--- src/rtl/misc_v_pkg.sv ---
// Shared MISC-V core definitions: write-back select codes, datapath defaults, WB FSM encoding.
// Latency: n/a (types and constants only).
// Backpressure: n/a.
package misc_v_pkg;

   // Default datapath and register-file geometry
   localparam int DEF_DATA_W = 16;
   localparam int DEF_REG_AW = 3;

   // Write-back source select
   localparam logic [1:0] WB_SEL_ALU  = 2'b00;
   localparam logic [1:0] WB_SEL_MEM  = 2'b01;
   localparam logic [1:0] WB_SEL_LINK = 2'b10;
   localparam logic [1:0] WB_SEL_IMM  = 2'b11;

   // Write-back stage FSM encoding
   typedef enum logic [1:0] {
      ST_IDLE     = 2'd0,
      ST_WRITE    = 2'd1,
      ST_WAIT_MEM = 2'd2
   } wb_state_e;

   // True when the instruction must wait for data-memory read data
   function automatic logic is_load(input logic [1:0] sel);
      return sel == WB_SEL_MEM;
   endfunction

endpackage

--- src/rtl/writeback_stage_if.sv ---
// MEM->WB instruction bus, data-memory read return and register-file write port.
// Latency: n/a (signal bundle only).
// Backpressure: wb_stall from the stage holds the MEM-side producer.
interface writeback_stage_if #(
   parameter int DATA_W = misc_v_pkg::DEF_DATA_W,
   parameter int REG_AW = misc_v_pkg::DEF_REG_AW
);
   logic              mw_valid;
   logic [DATA_W-1:0] mw_pc;
   logic [DATA_W-1:0] mw_alu_result;
   logic [DATA_W-1:0] mw_imm;
   logic [REG_AW-1:0] mw_rd;
   logic              mw_reg_write;
   logic [1:0]        mw_wb_sel;
   logic [DATA_W-1:0] mem_rdata;
   logic              mem_rvalid;
   logic              wb_stall;
   logic              rf_we;
   logic [REG_AW-1:0] rf_waddr;
   logic [DATA_W-1:0] rf_wdata;

   // Upstream / environment side
   modport master (
      output mw_valid, mw_pc, mw_alu_result, mw_imm, mw_rd, mw_reg_write, mw_wb_sel,
      output mem_rdata, mem_rvalid,
      input  wb_stall, rf_we, rf_waddr, rf_wdata
   );

   // Write-back stage side
   modport slave (
      input  mw_valid, mw_pc, mw_alu_result, mw_imm, mw_rd, mw_reg_write, mw_wb_sel,
      input  mem_rdata, mem_rvalid,
      output wb_stall, rf_we, rf_waddr, rf_wdata
   );
endinterface

--- src/rtl/mem_wb_reg.sv ---
// MEM/WB pipeline register holding one instruction's write-back fields.
// Latency: 1 cycle from load enable to outputs.
// Backpressure: none internally; the caller gates the load enable.
module mem_wb_reg #(
   parameter int DATA_W = misc_v_pkg::DEF_DATA_W,
   parameter int REG_AW = misc_v_pkg::DEF_REG_AW
) (
   input  logic              clk,
   input  logic              clr_n,
   input  logic              ld,
   input  logic [DATA_W-1:0] mw_pc,
   input  logic [DATA_W-1:0] mw_alu_result,
   input  logic [DATA_W-1:0] mw_imm,
   input  logic [REG_AW-1:0] mw_rd,
   input  logic              mw_reg_write,
   input  logic [1:0]        mw_wb_sel,
   output logic [DATA_W-1:0] wb_pc,
   output logic [DATA_W-1:0] wb_alu_result,
   output logic [DATA_W-1:0] wb_imm,
   output logic [REG_AW-1:0] wb_rd,
   output logic              wb_reg_write,
   output logic [1:0]        wb_wb_sel
);

   // Capture all fields together on load; async clear empties the register
   always_ff @(posedge clk or negedge clr_n) begin
      if (!clr_n) begin
         wb_pc         <= '0;
         wb_alu_result <= '0;
         wb_imm        <= '0;
         wb_rd         <= '0;
         wb_reg_write  <= 1'b0;
         wb_wb_sel     <= '0;
      end else if (ld) begin
         wb_pc         <= mw_pc;
         wb_alu_result <= mw_alu_result;
         wb_imm        <= mw_imm;
         wb_rd         <= mw_rd;
         wb_reg_write  <= mw_reg_write;
         wb_wb_sel     <= mw_wb_sel;
      end
   end

endmodule

--- src/rtl/writeback_stage.sv ---
// Write-back stage: latches MEM results, waits for load data, drives the register-file write port.
// Latency: non-load writes one cycle after capture; loads write the cycle after mem_rvalid.
// Backpressure: wb_stall (Moore, state WAIT_MEM) blocks capture until the load data returns.
module writeback_stage
   import misc_v_pkg::*;
#(
   parameter int DATA_W      = DEF_DATA_W,
   parameter int REG_AW      = DEF_REG_AW,
   parameter int LINK_OFFSET = 2,
   parameter bit ZERO_REG_RO = 1'b1
) (
   input  logic               clk,
   input  logic               reset,
   writeback_stage_if.slave   bus,
   output logic [15:0]        retired_cnt,
   output logic               err_spurious
);

   wb_state_e         state;
   logic [DATA_W-1:0] wb_pc;
   logic [DATA_W-1:0] wb_alu_result;
   logic [DATA_W-1:0] wb_imm;
   logic [REG_AW-1:0] wb_rd;
   logic              wb_reg_write;
   logic [1:0]        wb_wb_sel;
   logic [DATA_W-1:0] load_data;
   logic              capture;
   logic              dest_ok;

   // A new instruction is accepted whenever we are not parked on a load
   assign capture = bus.mw_valid && (state != ST_WAIT_MEM);

   mem_wb_reg #(
      .DATA_W (DATA_W),
      .REG_AW (REG_AW)
   ) u_mem_wb (
      .clk           (clk),
      .clr_n         (reset),
      .ld            (capture),
      .mw_pc         (bus.mw_pc),
      .mw_alu_result (bus.mw_alu_result),
      .mw_imm        (bus.mw_imm),
      .mw_rd         (bus.mw_rd),
      .mw_reg_write  (bus.mw_reg_write),
      .mw_wb_sel     (bus.mw_wb_sel),
      .wb_pc         (wb_pc),
      .wb_alu_result (wb_alu_result),
      .wb_imm        (wb_imm),
      .wb_rd         (wb_rd),
      .wb_reg_write  (wb_reg_write),
      .wb_wb_sel     (wb_wb_sel)
   );

   // Sequencing: pick WRITE or WAIT_MEM on capture, count retirements, flag stray load returns
   always_ff @(posedge clk or negedge reset) begin
      if (!reset) begin
         state        <= ST_IDLE;
         load_data    <= '0;
         retired_cnt  <= '0;
         err_spurious <= 1'b0;
      end else begin
         // Every WRITE cycle retires one instruction, whether or not it writes a register
         if (state == ST_WRITE) begin
            retired_cnt <= retired_cnt + 16'd1;
         end
         case (state)
            ST_WAIT_MEM: begin
               if (bus.mem_rvalid) begin
                  load_data <= bus.mem_rdata;
                  state     <= ST_WRITE;
               end
            end
            default: begin
               // Nothing outstanding, so any read return here is unsolicited
               if (bus.mem_rvalid) begin
                  err_spurious <= 1'b1;
               end
               if (capture) begin
                  state <= is_load(bus.mw_wb_sel) ? ST_WAIT_MEM : ST_WRITE;
               end else begin
                  state <= ST_IDLE;
               end
            end
         endcase
      end
   end

   // Register 0 may be hard-wired; suppress its writes when configured so
   assign dest_ok = !(ZERO_REG_RO && (wb_rd == '0));

   // Outputs depend only on state and registers, never on same-cycle inputs
   always_comb begin
      bus.rf_wdata = wb_alu_result;
      case (wb_wb_sel)
         WB_SEL_ALU:  bus.rf_wdata = wb_alu_result;
         WB_SEL_MEM:  bus.rf_wdata = load_data;
         WB_SEL_LINK: bus.rf_wdata = wb_pc + DATA_W'(LINK_OFFSET);
         WB_SEL_IMM:  bus.rf_wdata = wb_imm;
         default:     bus.rf_wdata = wb_alu_result;
      endcase
   end

   assign bus.rf_waddr = wb_rd;
   assign bus.rf_we    = (state == ST_WRITE) && wb_reg_write && dest_ok;
   assign bus.wb_stall = (state == ST_WAIT_MEM);

endmodule
--- src/flat_wrapper.sv ---
// flat-port wrapper written by rule: the top's interface ports become plain ports
module writeback_stage_flat import misc_v_pkg::*;
#(
   parameter int DATA_W      = DEF_DATA_W,
   parameter int REG_AW      = DEF_REG_AW,
   parameter int LINK_OFFSET = 2,
   parameter bit ZERO_REG_RO = 1'b1
)
  (clk, reset, retired_cnt, err_spurious, bus_mw_valid, bus_mw_pc, bus_mw_alu_result, bus_mw_imm, bus_mw_rd, bus_mw_reg_write, bus_mw_wb_sel, bus_mem_rdata, bus_mem_rvalid, bus_wb_stall, bus_rf_we, bus_rf_waddr, bus_rf_wdata);
  writeback_stage_if #(.DATA_W(DATA_W), .REG_AW(REG_AW)) bus_i ();
  input  logic clk;
  input  logic reset;
  output logic [15:0] retired_cnt;
  output logic err_spurious;
  input wire logic [$bits(bus_i.mw_valid)-1:0] bus_mw_valid;
  input wire logic [$bits(bus_i.mw_pc)-1:0] bus_mw_pc;
  input wire logic [$bits(bus_i.mw_alu_result)-1:0] bus_mw_alu_result;
  input wire logic [$bits(bus_i.mw_imm)-1:0] bus_mw_imm;
  input wire logic [$bits(bus_i.mw_rd)-1:0] bus_mw_rd;
  input wire logic [$bits(bus_i.mw_reg_write)-1:0] bus_mw_reg_write;
  input wire logic [$bits(bus_i.mw_wb_sel)-1:0] bus_mw_wb_sel;
  input wire logic [$bits(bus_i.mem_rdata)-1:0] bus_mem_rdata;
  input wire logic [$bits(bus_i.mem_rvalid)-1:0] bus_mem_rvalid;
  output wire logic [$bits(bus_i.wb_stall)-1:0] bus_wb_stall;
  output wire logic [$bits(bus_i.rf_we)-1:0] bus_rf_we;
  output wire logic [$bits(bus_i.rf_waddr)-1:0] bus_rf_waddr;
  output wire logic [$bits(bus_i.rf_wdata)-1:0] bus_rf_wdata;
  assign bus_i.mw_valid = bus_mw_valid;
  assign bus_i.mw_pc = bus_mw_pc;
  assign bus_i.mw_alu_result = bus_mw_alu_result;
  assign bus_i.mw_imm = bus_mw_imm;
  assign bus_i.mw_rd = bus_mw_rd;
  assign bus_i.mw_reg_write = bus_mw_reg_write;
  assign bus_i.mw_wb_sel = bus_mw_wb_sel;
  assign bus_i.mem_rdata = bus_mem_rdata;
  assign bus_i.mem_rvalid = bus_mem_rvalid;
  assign bus_wb_stall = bus_i.wb_stall;
  assign bus_rf_we = bus_i.rf_we;
  assign bus_rf_waddr = bus_i.rf_waddr;
  assign bus_rf_wdata = bus_i.rf_wdata;
  writeback_stage #(.DATA_W(DATA_W), .REG_AW(REG_AW), .LINK_OFFSET(LINK_OFFSET), .ZERO_REG_RO(ZERO_REG_RO)) u_core (.clk(clk), .reset(reset), .bus(bus_i), .retired_cnt(retired_cnt), .err_spurious(err_spurious));
endmodule
--- config.mk ---
export PLATFORM = sky130hd
export DESIGN_NAME = writeback_stage_flat
export DESIGN_NICKNAME = d
export VERILOG_FILES = /design/src/rtl/misc_v_pkg.sv /design/src/rtl/writeback_stage_if.sv /design/src/rtl/mem_wb_reg.sv /design/src/rtl/writeback_stage.sv /design/src/flat_wrapper.sv
export SDC_FILE = /design/constraint.sdc
export NUM_CORES = 1
export LEC_CHECK = 0
export BUFFER_PORTS_ARGS = -buffer_cell sky130_fd_sc_hd__buf_2
export CAP_MARGIN = 20
export CORE_MARGIN = 5
export CORE_UTILIZATION = 35
export DETAILED_ROUTE_END_ITERATION = 8
export PLACE_DENSITY = 0.67
export SLEW_MARGIN = 20
export SYNTH_ARGS = -nofsm -noshare
export SYNTH_HDL_FRONTEND = slang
export SYNTH_HIERARCHICAL = 1
export SYNTH_SLANG_ARGS = --single-unit
export TNS_END_PERCENT = 50
--- constraint.sdc ---
create_clock -name clk -period 2 [get_ports clk]
set_input_delay 0.3 -clock clk [delete_from_list [all_inputs] [get_ports clk]]
set_output_delay 0.3 -clock clk [all_outputs]
set_load 0.05 [all_outputs]
# Word level (Yosys, flattened, before mapping)
# Index checks and enable logic that the tools add are counted.
# op_classes
addsub	2
n_mul	0
div	0
magnitude_cmp	0
eq_ne	8
n_shift	0
mux	5
bitwise	1
n_reduce_logical	8
# ops
op	count
$pmux W16 S4	1
$add A16 B1 Y16 const B	1
$add A16 B2 Y16 const B	1
$mux W2	4
$eq A2 B1 Y1 const B	3
$eq A2 B2 Y1 const B	3
$ne A2 B2 Y1 const B	2
$reduce_and A2 Y1	2
$logic_and A1 B1 Y1	3
$logic_not A3 Y1	1
$logic_not A2 Y1	1
$logic_not A1 Y1	1
$not A1 Y1	1
# totals
ff_bits	89
latchBits	0
mem_bits_rw	0
romBits	0
inputBits	74
output_inout_bits	38
elab_cells	34
memories	0

# Depth between registers and ports, before layout
# depth
ltp_word	4
depth_mapped	6
ltp_nobuf	5

# By module
# Netlist, hierarchy kept.
# modules_own_cells
module	instances	cells_each	area_per_inst_um2	seq_area_each_um2
mem_wb_reg	1	114	2258.4	1351.3
writeback_stage	1	167	2084.5	875.8

# Worst setup path before layout
# OpenSTA, ideal clock, no wires.
# synth_path
path_type	register to output
from	register u_core.u_mem_wb.wb_pc[1]
to	output bus_rf_wdata[15]
t_arrival_ps	1746
t_required_ps	1700
slack_ps	-46
stages_incl_launch_ff	6
n_path_buf	0
path_cell_list	dfrtp_1 -> ha_1 -> nand3_1 -> nor4_1 -> xor2_1 -> mux4_2
# synth_between
elab_chain_len	2
# synth_rtl
element	line	source
start, declared	mem_wb_reg.sv:17	output logic [DATA_W-1:0] wb_pc,
start signal, assigned	mem_wb_reg.sv:35	wb_pc <= mw_pc;
$add A16 B2 Y16	writeback_stage.sv:97	WB_SEL_LINK: bus.rf_wdata = wb_pc + DATA_W'(LINK_OFFSET);
$pmux W16 S4	writeback_stage.sv:94	case (wb_wb_sel)
end, declared	flat_wrapper.sv:27	output wire logic [$bits(bus_i.rf_wdata)-1:0] bus_rf_wdata;
# No other way between the ends.

# Worst setup path after layout
# layout_path
from	register u_core.u_mem_wb.wb_pc[9]
to	output bus_rf_wdata[15]
# The elaborated chain is that of the path after synthesis.

==> flow_metrics.py <==
metrics = {
    "floorplanning": {
        "fp.dieW_microns": 121,
        "die_h_microns": 121,
        "core_sq_um": 12100,
        "num_rows": 40,
        "dieArea_sq_um": 14700,
        "start_util_pct": 35.9,
        "io_pins": 112,
    },
    "global_route": {
        "grt_util_all_layers_pct": 14.1,
        "grt_max_degree": 90,
        "met2_usage_pct": 21.9,
        "grt_antenna_before_repair": 1,
        "met1_usage_pct": 18.3,
        "grt_first_pass_wirelength_microns": 16000,
        "grt_pass1_vias": 3109,
        "busiest_layer": "met2",
        "use_met3_pct": 4.29,
        "grt-ovfl-total": 0,
    },
    "critical_path": {
        "crit_family": "multiplexers",
        "cpPeakStageDelay_ps": 480,
        "path_cells": "nand4_1 > buf_6 > nor4_4 > xor2_1 > mux4_2 > buf_6",
        "regToRegStartpoint": "u_core/state[0]$_DFFE_PN0P_",
        "r2r-end": "u_core/u_mem_wb/wb_wb_sel[1]$_DFFE_PN0P_",
        "critPathSlowestCell": "mux4_2",
        "critical_path_arrival_ps": 2090,
        "crit_path_start_kind": "register",
        "cp.buffers_inverters": 2,
        "crit_path_end_kind": "output port",
        "r2r_cells": 5,
        "crit_top_cell": "buf_6",
        "worstSetupPathType": "register to output port",
        "critical_path_required_ps": 1700,
        "cp_max_fo": 2,
        "r2r_slack_ps": 410,
    },
    "detailed_routing": {
        "vias": 2816,
        "post-route-drc-count": 0,
        "first_iter_violations": 114,
        "dr.pass1.iters": 4,
        "vias_per_cell": 4.73,
        "wl_microns": 10100,
        "drtAntennaViolNets": 0,
        "routedWlPerCell_microns": 17.0,
    },
    "cells_and_area": {
        "nNetsFinal": 501,
        "register_area_sq_um": 2230,
        "post-route-cell-area_sq_um": 5740,
        "multi_input_area_sq_um": 2040,
        "final_util_pct": 47.4,
        "diodes": 0,
        "fin_cells": 595,
        "fillCellCount": 1095,
        "final_cell_mix": "buf_2 (95), dfrtp_1 (89), mux2_4 (50), buf_4 (26), mux2_2 (21)",
        "drive_above_1_share_pct": 60.0,
        "final_common_cell": "buf_2",
        "area_growth_pct": 32.1,
    },
    "clock_network": {
        "cts_root_buf": "clkbuf_16",
        "cts_tree": "yes",
        "numCtsBuffers": 9,
        "cts_sinks": 89,
        "clk_pin_slew_ps": 60,
        "htree_levels": 3,
        "clk_latency_ps": 330,
        "clk_path_buf_depth": 2,
        "cts_hold_buffers": 0,
    },
    "run_status": {
        "outcome": "complete, but fails checks",
        "violations": "negative hold slack, negative setup slack",
    },
    "synthesis": {
        "ys_seq_area_share_pct": 51.3,
        "synth_area_sq_um": 4340,
        "syn_nets": 357,
        "ys_warn_count": 6,
        "syn_area_per_cell_sq_um": 15.5,
        "ys_types": 35,
        "synth-seq-cells": 89,
        "syn_inst": 281,
    },
    "placement": {
        "post-place-ws_ps": -150,
        "gp_congestion": 0.764,
        "place_area_sq_um": 5270,
        "placed_cells": 579,
        "place_hpwl_microns": 7080,
        "io_buffers": 111,
    },
    "power_and_ir_drop": {
        "ir_drop_mv": 0.453,
        "p_leak_nw": 2.79,
        "power_density_nw_per_um2": 1040,
    },
    "timing": {
        "rsz0062_at_grt": "true",
        "finalHoldViolations": 15,
        "setup_slack_ps": -387,
        "tightestPinTransition_ps": 510,
        "fin_crit_ps": 2390,
        "whs_ps": -25.2,
        "skew_ps": 4.78,
        "relSlewSlack_pct": 66.0,
        "max_freq_mhz": 419,
        "setup_viol": 14,
        "finalMaxSlewViolations": 0,
        "fin_crit_sh_pct": 119,
    },
    "run": {
        "drv_cap": 0,
    },
    "worst_hold_path": {
        "min_path_type": "input port to asynchronous set/reset pin",
    },
}
## layer usage
| layer | up-vias | routed length (microns) |
|---|---|---|
| li1 | 1305 | - |
| met3 | 16 | 633 |
| met1 | 1411 | 4480 |
| met4 | 2 | 208 |
| met2 | 82 | 4760 |
| met5 | - | 13 |
## area by class of cell
class | count | area share, %
Clock buffer | 12 | 4.30
Clock inverter | 1 | 0.0872
Inverter | 6 | 0.414
Multi-Input combinational cell | 176 | 35.6
Sequential cell | 89 | 38.8
Tap cell | 168 | 3.66
Timing Repair Buffer | 143 | 17.1
## flip-flops by register name (all words and copies together) (netlist names)
signal,count
u_core/err_spurious,1
u_core/state,2
u_core/u_mem_wb/wb_reg_write,1
u_core/u_mem_wb/wb_alu_result,16
u_core/u_mem_wb/wb_imm,16
u_core/load_data,16
u_core/retired_cnt,16
u_core/u_mem_wb/wb_rd,3
u_core/u_mem_wb/wb_pc,16
u_core/u_mem_wb/wb_wb_sel,2
## timing repair
item,4_1_cts,5_1_grt
resized for setup,38,13
setup endpoints to repair,15,15
pin swaps,5,8
buffers inserted,2,2
## worst register-to-register path: stages, from the launching register on
cell and delay (ps):
dfrtp_1 390, nand2b_1 200, nand2_1 110, clkinv_2 80
buf_12 310, mux2_2 390
## cell families after synthesis
kind of cell,share of synthesized area (%)
AO/OA/AOI/OAI,1.12
XOR/XNOR,5.44
adder cells (fa/ha/maj),0.576
buffers and inverters,3.60
flip-flops,51.3
multiplexers,31.0
AND/OR/NAND/NOR,6.94
## worst max path at each step
stage	start	to	slack, ps	cells after the start
2_1_floorplan	u_core/u_mem_wb/wb_pc[1]$_DFFE_PN0P_	bus_rf_wdata[15]	2	5
3_3_place_gp	u_core/u_mem_wb/wb_pc[1]$_DFFE_PN0P_	bus_rf_wdata[15]	-130	6
3_5_place_dp	u_core/u_mem_wb/wb_pc[1]$_DFFE_PN0P_	bus_rf_wdata[15]	-150	6
4_1_cts	u_core/u_mem_wb/wb_pc[1]$_DFFE_PN0P_	bus_rf_wdata[12]	-420	8
5_1_grt	u_core/u_mem_wb/wb_pc[1]$_DFFE_PN0P_	bus_rf_wdata[12]	-480	7
6_report	u_core/u_mem_wb/wb_pc[9]$_DFFE_PN0P_	bus_rf_wdata[15]	-390	6
## power breakdown
part / leakage, nW / switching (mW) / total (mW) / internal, mW
sequential: 1.07 / 0.246 / 2.37 / 2.13
clock: 0.124 / 0.646 / 1.50 / 0.854
combinational: 1.59 / 1.13 / 2.11 / 0.982
total: 2.79 / 2.02 / 5.99 / 3.96
## stage by stage
stage	power [mW]	setup TNS, ps
detailed placement	4.35	-375
floorplan	3.82	0
CTS	6.03	-3920
global route	6.29	-4960
global placement	4.30	-302
finish	5.99	-3690
## cells in the mapped netlist
library cell	number	share of area, %
nor3_2	1	0.23
a31o_2	1	0.20
xnor2_1	10	2.0
xor2_1	17	3.4
nand3b_1	1	0.17
dfrtp_1	89	51
o311a_1	1	0.23
nand2_1	10	0.86
nand4_1	3	0.43
or2b_1	1	0.17
or4_4	1	0.26
and2b_1	1	0.17
and3_1	2	0.29
nand3_1	12	1.4
and4b_1	1	0.23
ha_1	2	0.58
nor4_1	4	0.58
nor2b_1	2	0.29
nand2b_1	1	0.14
nor3_1	3	0.35
buf_4	1	0.17
buf_6	1	0.26
a21o_1	1	0.17
o21ai_0	3	0.35
nor2_1	8	0.69
mux2_2	21	5.4
mux2_4	50	17
inv_1	5	0.43
mux4_2	16	8.3
buf_12	5	2.3
buf_2	3	0.35
nand4b_1	1	0.20
clkinv_1	1	0.086
o31ai_1	1	0.17
nand4_4	1	0.49
Power figures use the tool's default switching activity.
